==> config.mk <==
export PLATFORM = sky130hd
export DESIGN_NAME = fetch_buffer
export DESIGN_NICKNAME = d
export VERILOG_FILES = /design/src/rtl/fetch_buffer_pkg.sv /design/src/rtl/fetch_buffer.sv
export SDC_FILE = /design/constraint.sdc
export NUM_CORES = 1
export LEC_CHECK = 0
export CAP_MARGIN = 0
export CORE_UTILIZATION = 49
export DETAILED_ROUTE_END_ITERATION = 12
export PLACE_DENSITY = 0.79
export SLEW_MARGIN = 20
export SYNTH_ARGS = -nofsm -noshare
export SYNTH_HDL_FRONTEND = slang
export SYNTH_SLANG_ARGS = --single-unit
==> constraint.sdc <==
create_clock -name clk -period 3.7 [get_ports clk]
set_input_delay 0.555 -clock clk [delete_from_list [all_inputs] [get_ports clk]]
set_output_delay 0.555 -clock clk [all_outputs]
set_load 0.005 [all_outputs]
==> src/rtl/fetch_buffer_pkg.sv <==
// Shared types and constants for the fetch-to-decode instruction buffer.
// A buffered entry is a fetched PC together with the instruction word read at it.
package fetch_buffer_pkg;

  localparam int FETCH_BUF_DEPTH = 4;

  typedef struct packed {
    logic [63:0] pc;
    logic [31:0] instr;
  } fetch_entry_t;

endpackage : fetch_buffer_pkg

==> src/rtl/fetch_buffer.sv <==
// Decouples instruction fetch from decode with a small FIFO of {pc, instr} entries.
// A fetch redirect (flush) empties the buffer and drops whatever is presented in that cycle.
module fetch_buffer
  import fetch_buffer_pkg::*;
#(
  parameter int DEPTH = FETCH_BUF_DEPTH
) (
  input  logic                       clk,
  input  logic                       reset,
  input  logic                       flush,
  input  logic                       valid_F,
  input  logic [63:0]                pc_F,
  input  logic [31:0]                instr_F,
  output logic                       ready_F,
  output logic                       valid_D,
  output logic [63:0]                pc_D,
  output logic [31:0]                instr_D,
  input  logic                       ready_D,
  output logic [$clog2(DEPTH+1)-1:0] count
);

  localparam int PTR_W = $clog2(DEPTH);
  localparam int CNT_W = $clog2(DEPTH + 1);

  fetch_entry_t             mem_q [DEPTH];
  fetch_entry_t             mem_d [DEPTH];
  logic         [PTR_W-1:0] wr_ptr_q, wr_ptr_d;
  logic         [PTR_W-1:0] rd_ptr_q, rd_ptr_d;
  logic         [CNT_W-1:0] count_q, count_d;
  logic                     push_s;
  logic                     pop_s;
  fetch_entry_t             head_s;

  // Handshakes are qualified only by registered state, so ready_F never depends on ready_D.
  always_comb begin
    ready_F = (count_q < CNT_W'(DEPTH)) && !reset;
    valid_D = (count_q != CNT_W'(0));
    push_s  = valid_F && ready_F && !flush && !reset;
    pop_s   = valid_D && ready_D && !flush && !reset;
    head_s  = mem_q[rd_ptr_q];
    if (valid_D) begin
      pc_D    = head_s.pc;
      instr_D = head_s.instr;
    end else begin
      pc_D    = 64'd0;
      instr_D = 32'd0;
    end
    count = count_q;
  end

  // Next-state for storage, pointers and occupancy; pointers wrap naturally as DEPTH is a power of 2.
  always_comb begin
    mem_d    = mem_q;
    wr_ptr_d = wr_ptr_q;
    rd_ptr_d = rd_ptr_q;
    count_d  = count_q;
    if (push_s) begin
      mem_d[wr_ptr_q] = '{pc: pc_F, instr: instr_F};
      wr_ptr_d        = wr_ptr_q + PTR_W'(1);
    end else begin
      wr_ptr_d = wr_ptr_q;
    end
    if (pop_s) begin
      rd_ptr_d = rd_ptr_q + PTR_W'(1);
    end else begin
      rd_ptr_d = rd_ptr_q;
    end
    case ({push_s, pop_s})
      2'b10:   count_d = count_q + CNT_W'(1);
      2'b01:   count_d = count_q - CNT_W'(1);
      default: count_d = count_q;
    endcase
    if (flush) begin
      wr_ptr_d = '0;
      rd_ptr_d = '0;
      count_d  = '0;
    end else begin
      count_d = count_d;
    end
  end

  // Control state register; reset wins over everything else.
  always_ff @(posedge clk) begin
    if (reset) begin
      wr_ptr_q <= '0;
      rd_ptr_q <= '0;
      count_q  <= '0;
    end else begin
      wr_ptr_q <= wr_ptr_d;
      rd_ptr_q <= rd_ptr_d;
      count_q  <= count_d;
    end
  end

  // Entry storage is not reset: its contents are never visible while the buffer is empty.
  always_ff @(posedge clk) begin
    mem_q <= mem_d;
  end

endmodule : fetch_buffer

# == After elaboration in Yosys (flattened, before gate mapping) ==
# Cells that the tools add are included.
# classes
n_eq_ne,2
addsub,4
n_reduce_logical,13
n_mux,9
order_cmp,4
n_bitwise,2
# ops
op,count
bitwise mux 384 bit,1
two-way mux 96 bit,3
binary-select mux 96 bit (select 2 bit),1
demux 96 bit (select 2 bit),1
two-way mux 64 bit,1
two-way mux 32 bit,1
logical AND 1 bit,8
">= comparator 3 bit, second input constant",2
NOT 2 -> 3 bit,2
one-hot mux 3 bit (2 select lines),1
"adder 2 x 1 -> 2 bit, second input constant",2
"adder 3 x 1 -> 3 bit, second input constant",1
"less-than comparator 3 x 1 -> 1 bit, second input constant",1
"less-than comparator 3 bit, second input constant",1
nonzero test 3 bit,1
"subtractor 3 x 1 -> 3 bit, second input constant",1
"== test 2 x 1 -> 1 bit, second input constant",1
"== test 2 bit, second input constant",1
zero test 1 bit,2
nonzero test 2 bit,1
OR reduction 2 bit,1
# word_totals
register_bits,391

# == Depth between registers and ports, before layout ==
# Gate-level depths: netlist of run 1.
# depth
ltp_word,7
mapped_depth,10
mapped_depth_nobuf,9

# == Least setup slack after synthesis of run 1 ==
# OpenSTA, ideal clock, no wires.
# synth_timing
path_type,input port to flip-flop
from,input valid_F
to,register mem_q[0] (netlist bit) (enable)
arrival_time_ns,3.189
slack_ns,0.045
setup_time_ns,0.466
path_stages,3
path_cell_list,nor2b_1 clkbuf_1 and3_1
# synth_via
elab_chain_len,3
# synth_lines
element,line,source
from (decl),fetch_buffer.sv:11,"input logic valid_F,"
logical AND 1 bit (3 in a row),fetch_buffer.sv:38,push_s = valid_F && ready_F && !flush && !reset;
to (signal assigned),fetch_buffer.sv:97,mem_q <= mem_d;
to (decl),fetch_buffer.sv:25,fetch_entry_t mem_q [DEPTH];
# No other way between the ends.
# A chain may end at the register's enable or synchronous reset.

# == Final worst setup path of run 1 ==
# layout_timing
from,register rd_ptr_q[0]
to,output pc_D[12]
# layout_via
elab_chain_len,5
# layout_lines
element,line,source
from (decl),fetch_buffer.sv:28,"logic [PTR_W-1:0] rd_ptr_q, rd_ptr_d;"
from (signal assigned),fetch_buffer.sv:90,rd_ptr_q <= rd_ptr_d;
NOT 2 -> 3 bit (not written as such),fetch_buffer.sv:40,head_s = mem_q[rd_ptr_q];
binary-select mux 96 bit (select 2 bit),fetch_buffer.sv:40,
two-way mux 96 bit (not written as such) (2 in a row),fetch_buffer.sv:40,
two-way mux 64 bit,fetch_buffer.sv:41,if (valid_D) begin
to (decl),fetch_buffer.sv:16,"output logic [63:0] pc_D,"
# No other way between the ends. The select of a mux whose other input is x is not followed.

==> flow_summary.yaml, run 1 <==
logic_synthesis:
  netlist_area_um2: 14900
  yosys_warnings: 0
  synthTopCellsByArea: "edfxtp_1 (77%), mux4_2 (15%), and2_1 (4.1%)"
  syn_avg_cell_area_um2: 22.6
  syn_inst: 660
  syn_nets: 767
  synth_top_area_frac: 0.773
  ys_ff_latch: 391
  synth.distinct_cells: 25
  yosysTopAreaCell: "edfxtp_1"
  seq_area_frac_synth: 0.783
run_status:
  outcome: "completed"
final_layout:
  final_common_cell: "edfxtp_1"
  finalNonFillerCells: 1315
  regArea_um2: 11700
  stdcell_area_um2: 19000
  final_cell_mix: "edfxtp_1 (384), clkdlybuf4s50_1 (201), and2_1 (97)"
  final_core_util: 0.637
  nets: 998
  fillers: 2042
  area_growth_pct: 27.4
  layout-drive-gt1-share: 0.206
  multiInputGateArea_um2: 3050
worst_setup_path:
  cp_cell_sequence: "buf_12, mux4_2, and2_1, clkdlybuf4s50_1"
  start_kind: "register"
  max_stage_delay_ns: 0.74
  cp_data_required_time_ns: 3.14
  critPathSlowestCell: "dfxtp_4"
  crit_family: "buffers and inverters"
  path_class: "reg -> out"
  end_kind: "primary output"
  cp.arrival_ns: 2.73
  r2r_start: "count[2]"
  worst-path-max-fanout: 25
  r2r-end: "count[2]"
  critPathBufInv: 2
  reg2regPathDepth: 9
  r2r_slack_ns: 1.55
floorplan:
  start_util: 0.500
  die_h_um: 176
  die-area_um2: 31100
  fp.dieW_um: 176
  fp-row-count: 63
  io_pins: 202
  coreArea_um2: 29800
clock_tree:
  clk_pin_slew_ns: 0.06
  clockBufferDepth: 3
  clock_latency_ns: 0.52
  cts_tree: "built"
  cts_setup_buffers: 0
  cts_root_buf: "clkbuf_16"
  htreeDepth: 2
  cts_resized: 0
  cts_hold_buf: 0
  clock-sinks: 391
  numCtsBuffers: 41
timing:
  maxSlewHeadroom: 0.588
  slew_viol_final: 0
  fin_skew_ns: 0.00909
  post-route-period-util: 0.887
  setup_slack_ns: 0.419
  fmax_mhz: 305
  tightest_slew_ns: 0.618
  min_period_ns: 3.28
  fin_setup_tns_ns: 0
  hold_violations: 0
  setup-violations-final: 0
  grt_setup_unrepaired: "no"
  worst_hold_slack_ns: 0.557
route:
  antenna_left: 0
  wl_mm: 28.9
  wl_per_cell_um: 22.0
  viasPerCell: 5.44
  drt_iter0_markers: 451
  drc: 0
  firstDrtPassIters: 4
  vias: 7153
global_routing:
  antenna_found_initial: 2
  grt_max_degree: 91
  grt_first_pass_wirelength_mm: 44.0
  overflow: 0
  track_usage: 0.190
  grt_pass1_vias: 7679
power:
  total_power_mw: 9.41
  powerDensity_nw_per_um2: 495
  p_leak_nw: 5.98
  peakVddDrop_mv: 0.417
flow_run:
  max_cap_viol_count: 0
place:
  dp_hpwl_mm: 17.0
  routabilityCongestion: 0.719
  port_buffers: 201
  post-place-cells: 1238
  dp_slack_ns: 0.887
  post_dp_cell_area_um2: 17600
min_path:
  hp-class: "reg -> reg"
  hold_path_end: "wr_ptr_q[1]"
  hold_depth: 2
  hp-start: "wr_ptr_q[1]"
-- synthesized netlist by cell type --
master	instances
ha_1	5
dfxtp_1	7
buf_2	13
xnor2_1	1
nor2b_1	1
clkbuf_1	16
o21ai_0	1
nor2_1	10
inv_1	6
o311ai_0	1
mux4_2	96
or2_2	1
clkbuf_2	1
xor2_1	4
and3_1	4
and2_1	97
o31ai_1	1
buf_8	2
fa_1	1
mux2i_1	1
edfxtp_1	384
buf_6	2
buf_4	1
a21oi_1	2
or3_1	2
-- how the worst max path moves through the flow --
stage	from	to	slack (ns)	cells past startpoint
6_report	rd_ptr_q[0]	pc_D[12]	0.42	4
5_1_grt	rd_ptr_q[0]	pc_D[43]	0.25	4
4_1_cts	rd_ptr_q[0]	instr_D[16]	0.34	4
3_5_place_dp	reset	count[2]	0.89	9
3_3_place_gp	rd_ptr_q[0]	instr_D[16]	0.93	4
2_1_floorplan	valid_F	mem_q[0]	0.05	3
-- power breakdown --
part,internal [mW],leakage [nW],switching [mW]
Clock,2.54,0.682,1.64
Sequential,4.91,3.53,0.0120
Combinational,0.177,1.77,0.126
-- worst reg2reg max path, stage by stage (launching register included) --
cell and delay (ns):
dfxtp_1 0.44, nor2b_1 0.18, and2_1 0.20, inv_1 0.05, ha_1 0.17, inv_1 0.06
fa_1 0.38, xor2_1 0.17, or3_1 0.31, a21oi_1 0.14
-- layer usage --
layer,share of wire,wire (µm),track usage
met5,0.00045,13,0
met4,0.019,542,0.0481
met1,0.43,12300,0.265
met3,0.063,1830,0.0457
met2,0.49,14200,0.305
-- area by class of cell --
type	instances	share of cell area
inverters	6	0.00119
well taps	390	0.0257
clock inverters	29	0.0163
repair buffers	223	0.124
multi-input cells	228	0.161
flip-flops and latches	391	0.615
diodes	2	0.000264
clock buffers	46	0.0572
-- sequential cells by signal, summed over array words and instances, names as in the netlist --
name,cells
rd_ptr_q,2
wr_ptr_q,2
count,3
mem_q,384
-- cells by family (layout without fill, tap and decap cells) --
group                      count (synthesis)  in the layout  synth area share
xor gates and xnor gates                   5              5           0.00294
AOI/OAI and AO/OA                          5              5           0.00210
other                                      0              2                 0
and+or+nand+nor                          115            115            0.0466
DFF                                      391            391             0.783
muxes                                     97             97             0.146
adders and majority gates                  6              6           0.00554
buffers and inverters                     41            304            0.0143
(Power assumes the default switching activity.)
==> inputs of run 2 (changes only) <==
--- a/config.mk
+++ b/config.mk
@@ -6,9 +6,9 @@
 export NUM_CORES = 1
 export LEC_CHECK = 0
 export CAP_MARGIN = 0
-export CORE_UTILIZATION = 49
+export CORE_UTILIZATION = 55
 export DETAILED_ROUTE_END_ITERATION = 12
-export PLACE_DENSITY = 0.79
+export PLACE_DENSITY = 0.84
 export SLEW_MARGIN = 20
 export SYNTH_ARGS = -nofsm -noshare
 export SYNTH_HDL_FRONTEND = slang
==> constraint.sdc (replaced) <==
create_clock -name clk -period 3.35 [get_ports clk]
set_input_delay 0.5025 -clock clk [delete_from_list [all_inputs] [get_ports clk]]
set_output_delay 0.5025 -clock clk [all_outputs]
set_load 0.005 [all_outputs]
==> flow_summary.yaml, run 2 (same netlist as run 1, synthesis figures left out) <==
run_status:
  outcome: "completed"
timing:
  min_period_ns: 3.12
  fin_skew_ns: 0.00661
  maxSlewHeadroom: 0.613
  fin_setup_tns_ns: 0
  hold_violations: 0
  tightest_slew_ns: 0.580
  slew_viol_final: 0
  setup-violations-final: 0
  fmax_mhz: 320
  grt_setup_unrepaired: "no"
  post-route-period-util: 0.932
final_layout:
  final_cell_mix: "edfxtp_1 (384), clkdlybuf4s50_1 (201), and2_1 (97)"
  largest-register: "mem_q"
  fillers: 1582
  layout-drive-gt1-share: 0.188
  final_core_util: 0.707
  regArea_um2: 11700
  area_growth_pct: 24.9
  nets: 990
  largest_reg_flops: 384
  multiInputGateArea_um2: 3050
  final_common_cell: "edfxtp_1"
worst_setup_path:
  path_class: "reg -> out"
  critPathSlowestCell: "mux4_2"
  start_kind: "register"
  end_kind: "primary output"
  max_stage_delay_ns: 0.62
  r2r_slack_ns: 1.13
  reg2regPathDepth: 10
  cp.arrival_ns: 2.62
  cp_cell_sequence: "buf_12, mux4_2, and2_1, clkdlybuf4s50_1"
  cp_data_required_time_ns: 2.85
  worst-path-max-fanout: 69
power:
  p_sw_frac: 0.187
  cell_internal_pwr_mw: 7.92
  peakVddDrop_mv: 0.418
  pwr-share-clk: 0.408
  p_leak_nw: 5.83
  p_comb_frac: 0.034
  p_switching_mw: 1.82
  total_power_mw: 9.75
  powerDensity_nw_per_um2: 523
  pwr-share-seq: 0.558
min_path:
  hp-class: "reg -> reg"
  hold_depth: 2
flow_run:
  max_cap_viol_count: 0
floorplan:
  start_util: 0.566
  fp.dieW_um: 167
  die-area_um2: 27800
  fp-row-count: 59
  coreArea_um2: 26400
  die_h_um: 167
  io_pins: 202
clock_tree:
  cts_tree: "built"
  clock-sinks: 391
  clockBufferDepth: 3
  numCtsBuffers: 39
  htreeDepth: 2
  clock_latency_ns: 0.51
  cts_root_buf: "clkbuf_16"
  clk_pin_slew_ns: 0.06
  cts_hold_buf: 0
route:
  drc: 0
  antenna_left: 0
  vias: 7105
  wl_mm: 28.3
  viasPerCell: 5.70
  wl_per_cell_um: 22.7
  firstDrtPassIters: 5
  drt_iter0_markers: 520
place:
  routabilityCongestion: 0.713
  dp_hpwl_mm: 16.5
  port_buffers: 201
global_routing:
  grt_pass1_vias: 7817
  grt_first_pass_wirelength_mm: 44.0
  overflow: 0
  track_usage: 0.211
  top_usage_layer: "met2"
  gr-usage-met3: 0.0449
  grt.met2_usage: 0.355
  grt_max_degree: 70
  grt.met1_usage: 0.282
  antenna_found_initial: 2
run 2: cell types whose count changed in the layout (fill, tap and decap cells not counted), moves of 2 or more:
cell	change
buf_12	-2
buf_4	-4
bufinv_16	-5
clkbuf_1	+7
clkbuf_16	-2
inv_6	-2
run 2: timing repair:
item                       in CTS  in global routing
gates resized for setup         0                  1
setup endpoints to repair       0                 58
setup buffers                   0                  0
run 2: per-stage QoR:
stage                     hold slack (ns)  instance area, µm²  worst slack (ns)  cells
after CTS                           0.589               18600            0.0235   1245
after global placement              0.536               17400             0.606   1177
after detailed placement            0.575               17400             0.568   1177
after global routing                0.612               18600            0.0733   1246
final                               0.586               18600             0.227   1247
after floorplan                     0.514               14900             0.829    660
run 2: worst paths after layout:
kind,from,end
worst max-delay path,rd_ptr_q[0],pc_D[50]
worst min-delay path,wr_ptr_q[1],wr_ptr_q[1]
worst max register to register,count[2],count[2]
worst min register to register,wr_ptr_q[1],wr_ptr_q[1]
run 2: final cells by class:
type,count,area share
timing repair buffer,217,0.123
inverter,6,0.00121
clock buffer,51,0.0571
multi-input combinational,228,0.164
sequential,391,0.627
tap,335,0.0225
clock inverter,17,0.00571
antenna,2,0.000269
run 2: per-layer routing:
metal  vias to the layer above  share of wire
li1                       3123              -
met1                      3709           0.42
met2                       228           0.51
met3                        45          0.054
met4                         0          0.020
met5                         -              0
run 2: worst max-delay path, delay by kind of cell, from the launching register on:
family	cells	cell delay [ns]
buf+inv	2	0.90
mux	1	0.62
flops	1	0.37
simple gates	1	0.18
run 2: power groups by stage:
stage,clock (mW),combinational (mW),sequential (mW)
finish,3.98,0.335,5.44
global route,4.25,0.359,5.44
CTS,4.06,0.338,5.44
detailed placement,0,0.335,5.54
global placement,0,0.322,5.53
floorplan,0,0.0963,5.54
==> patch, RTL diff (config.mk and constraints of run 2) <==
Change the package constant `FETCH_BUF_DEPTH` from 4 to 8.
--- a/src/rtl/fetch_buffer_pkg.sv
+++ b/src/rtl/fetch_buffer_pkg.sv
@@ -3,5 +3,5 @@
 package fetch_buffer_pkg;
 
-  localparam int FETCH_BUF_DEPTH = 4;
+  localparam int FETCH_BUF_DEPTH = 8;
 
   typedef struct packed {
Interface: changed (resized count); port bits go from 202 to 203. The function was not compared with the original's and may differ.
==> patch against run 2 <==
  * Routed wire length up 120%
  * Power grew 95%
  * First-iteration DRC count rose by 140%
  * Sequential cell count increased by 387
  * Via count increased by 96%
  * Synthesized area grew 99%
  * Final area increased by 90%
  * Hold slack got worse by 0.038 ns
  * Sequential power is 99% higher
  * Critical endpoint is now pc_D[53]
  * Synthesized cell count up 96%
  * Critical path depth grew 2
  * Largest cell class unchanged
  * Setup slack worse by 0.22 ns
  * Sequential share of layout area up 3.2 points
==> patch: results <==
{
  "grt_start_max_net_pins": 97,
  "synthAdderAreaFrac_pct": 0.2104,
  "pre_cts_ws_ns": 0.3315,
  "synthTopCellsByCount": "edfxtp_1, mux4_2, nor2_1",
  "multi_input_area_um2": 6153,
  "cts-resized-gates": 16,
  "peakVddDrop_mv": 0.3160,
  "p_leak_nw": 10.87,
  "min_path_type": "input pin to register",
  "synth-seq-area-share_pct": 78.22,
  "post-dp-hpwl_um": 31140,
  "seq_power_share_pct": 56.5,
  "outcome": "completed",
  "yosys.area_share.xor_xnor_pct": 0.2062,
  "grtUsageTotal_pct": 22.78,
  "r2r_start": "count[3]",
  "syn-num-nets": 1397,
  "avgSynthCellArea_um2": 23.04,
  "wire_per_inst_um": 26.68,
  "synth_edf_count": 768,
  "ys_top_cells_by_area": "edfxtp_1, mux4_2, mux2i_1",
  "synth_mux_area_share_pct": 17.84,
  "synth-compound-area-share_pct": 0.1304,
  "portBuffers": 202,
  "clkPwrFrac_pct": 41.1,
  "largest_register_ffs": 768,
  "worstMarginPinSlew_ns": 0.5974,
  "vias": 13940,
  "globalRouteMet3Util_pct": 4.603,
  "cpPeakStageDelay_ns": 0.55,
  "critPathSlowestCell": "mux4_2",
  "worst_clock_skew_ns": 0.01671,
  "instances_no_fill": 2296,
  "dp_cells": 2144,
  "num-fill-cells": 3243,
  "htreeDepth": 3,
  "antenna_found_initial": 6,
  "drtIter0Drc": 1224,
  "cts_buffers": 75,
  "met2_usage_pct": 36.18,
  "gp_congestion": 0.7168,
  "grt_pass1_vias": 14750,
  "dpl_cell_area_um2": 32830,
  "min-delay-start": "ready_D",
  "drive_gt1_share_pct": 22.16
}
-- patch: cell type report --
cell class	instances	area share, %
antenna	6	0.04248
clock buffer	96	5.594
clock inverter	37	0.7576
inverter	1	0.01062
multi-input combinational	445	17.41
sequential	778	65.85
tap	688	2.436
timing repair buffer	245	7.895
-- patch: worst paths after layout --
path	end	slack, ns	cells past startpoint
min	rd_ptr_q[1]	0.55	3
max	pc_D[53]	0.01	6
min reg2reg	wr_ptr_q[0]	0.58	2
max reg2reg	count[2]	0.74	11
-- patch: kinds of logic (layout without fill, tap and decap cells) --
kind of cell / after synthesis / after routing
xor gates and xnor gates: 7 / 7
adders and majority gates: 5 / 5
DFF: 778 / 778
and+or+nand+nor: 136 / 136
buffers and inverters: 68 / 379
muxes: 290 / 290
other: 0 / 6
AOI/OAI and AO/OA: 7 / 7
-- patch: metal layers --
metal	wire length [µm]	vias to the layer above
li1	-	5903
met1	24630	7375
met2	30360	539
met3	4313	121
met4	1923	6
met5	36	-
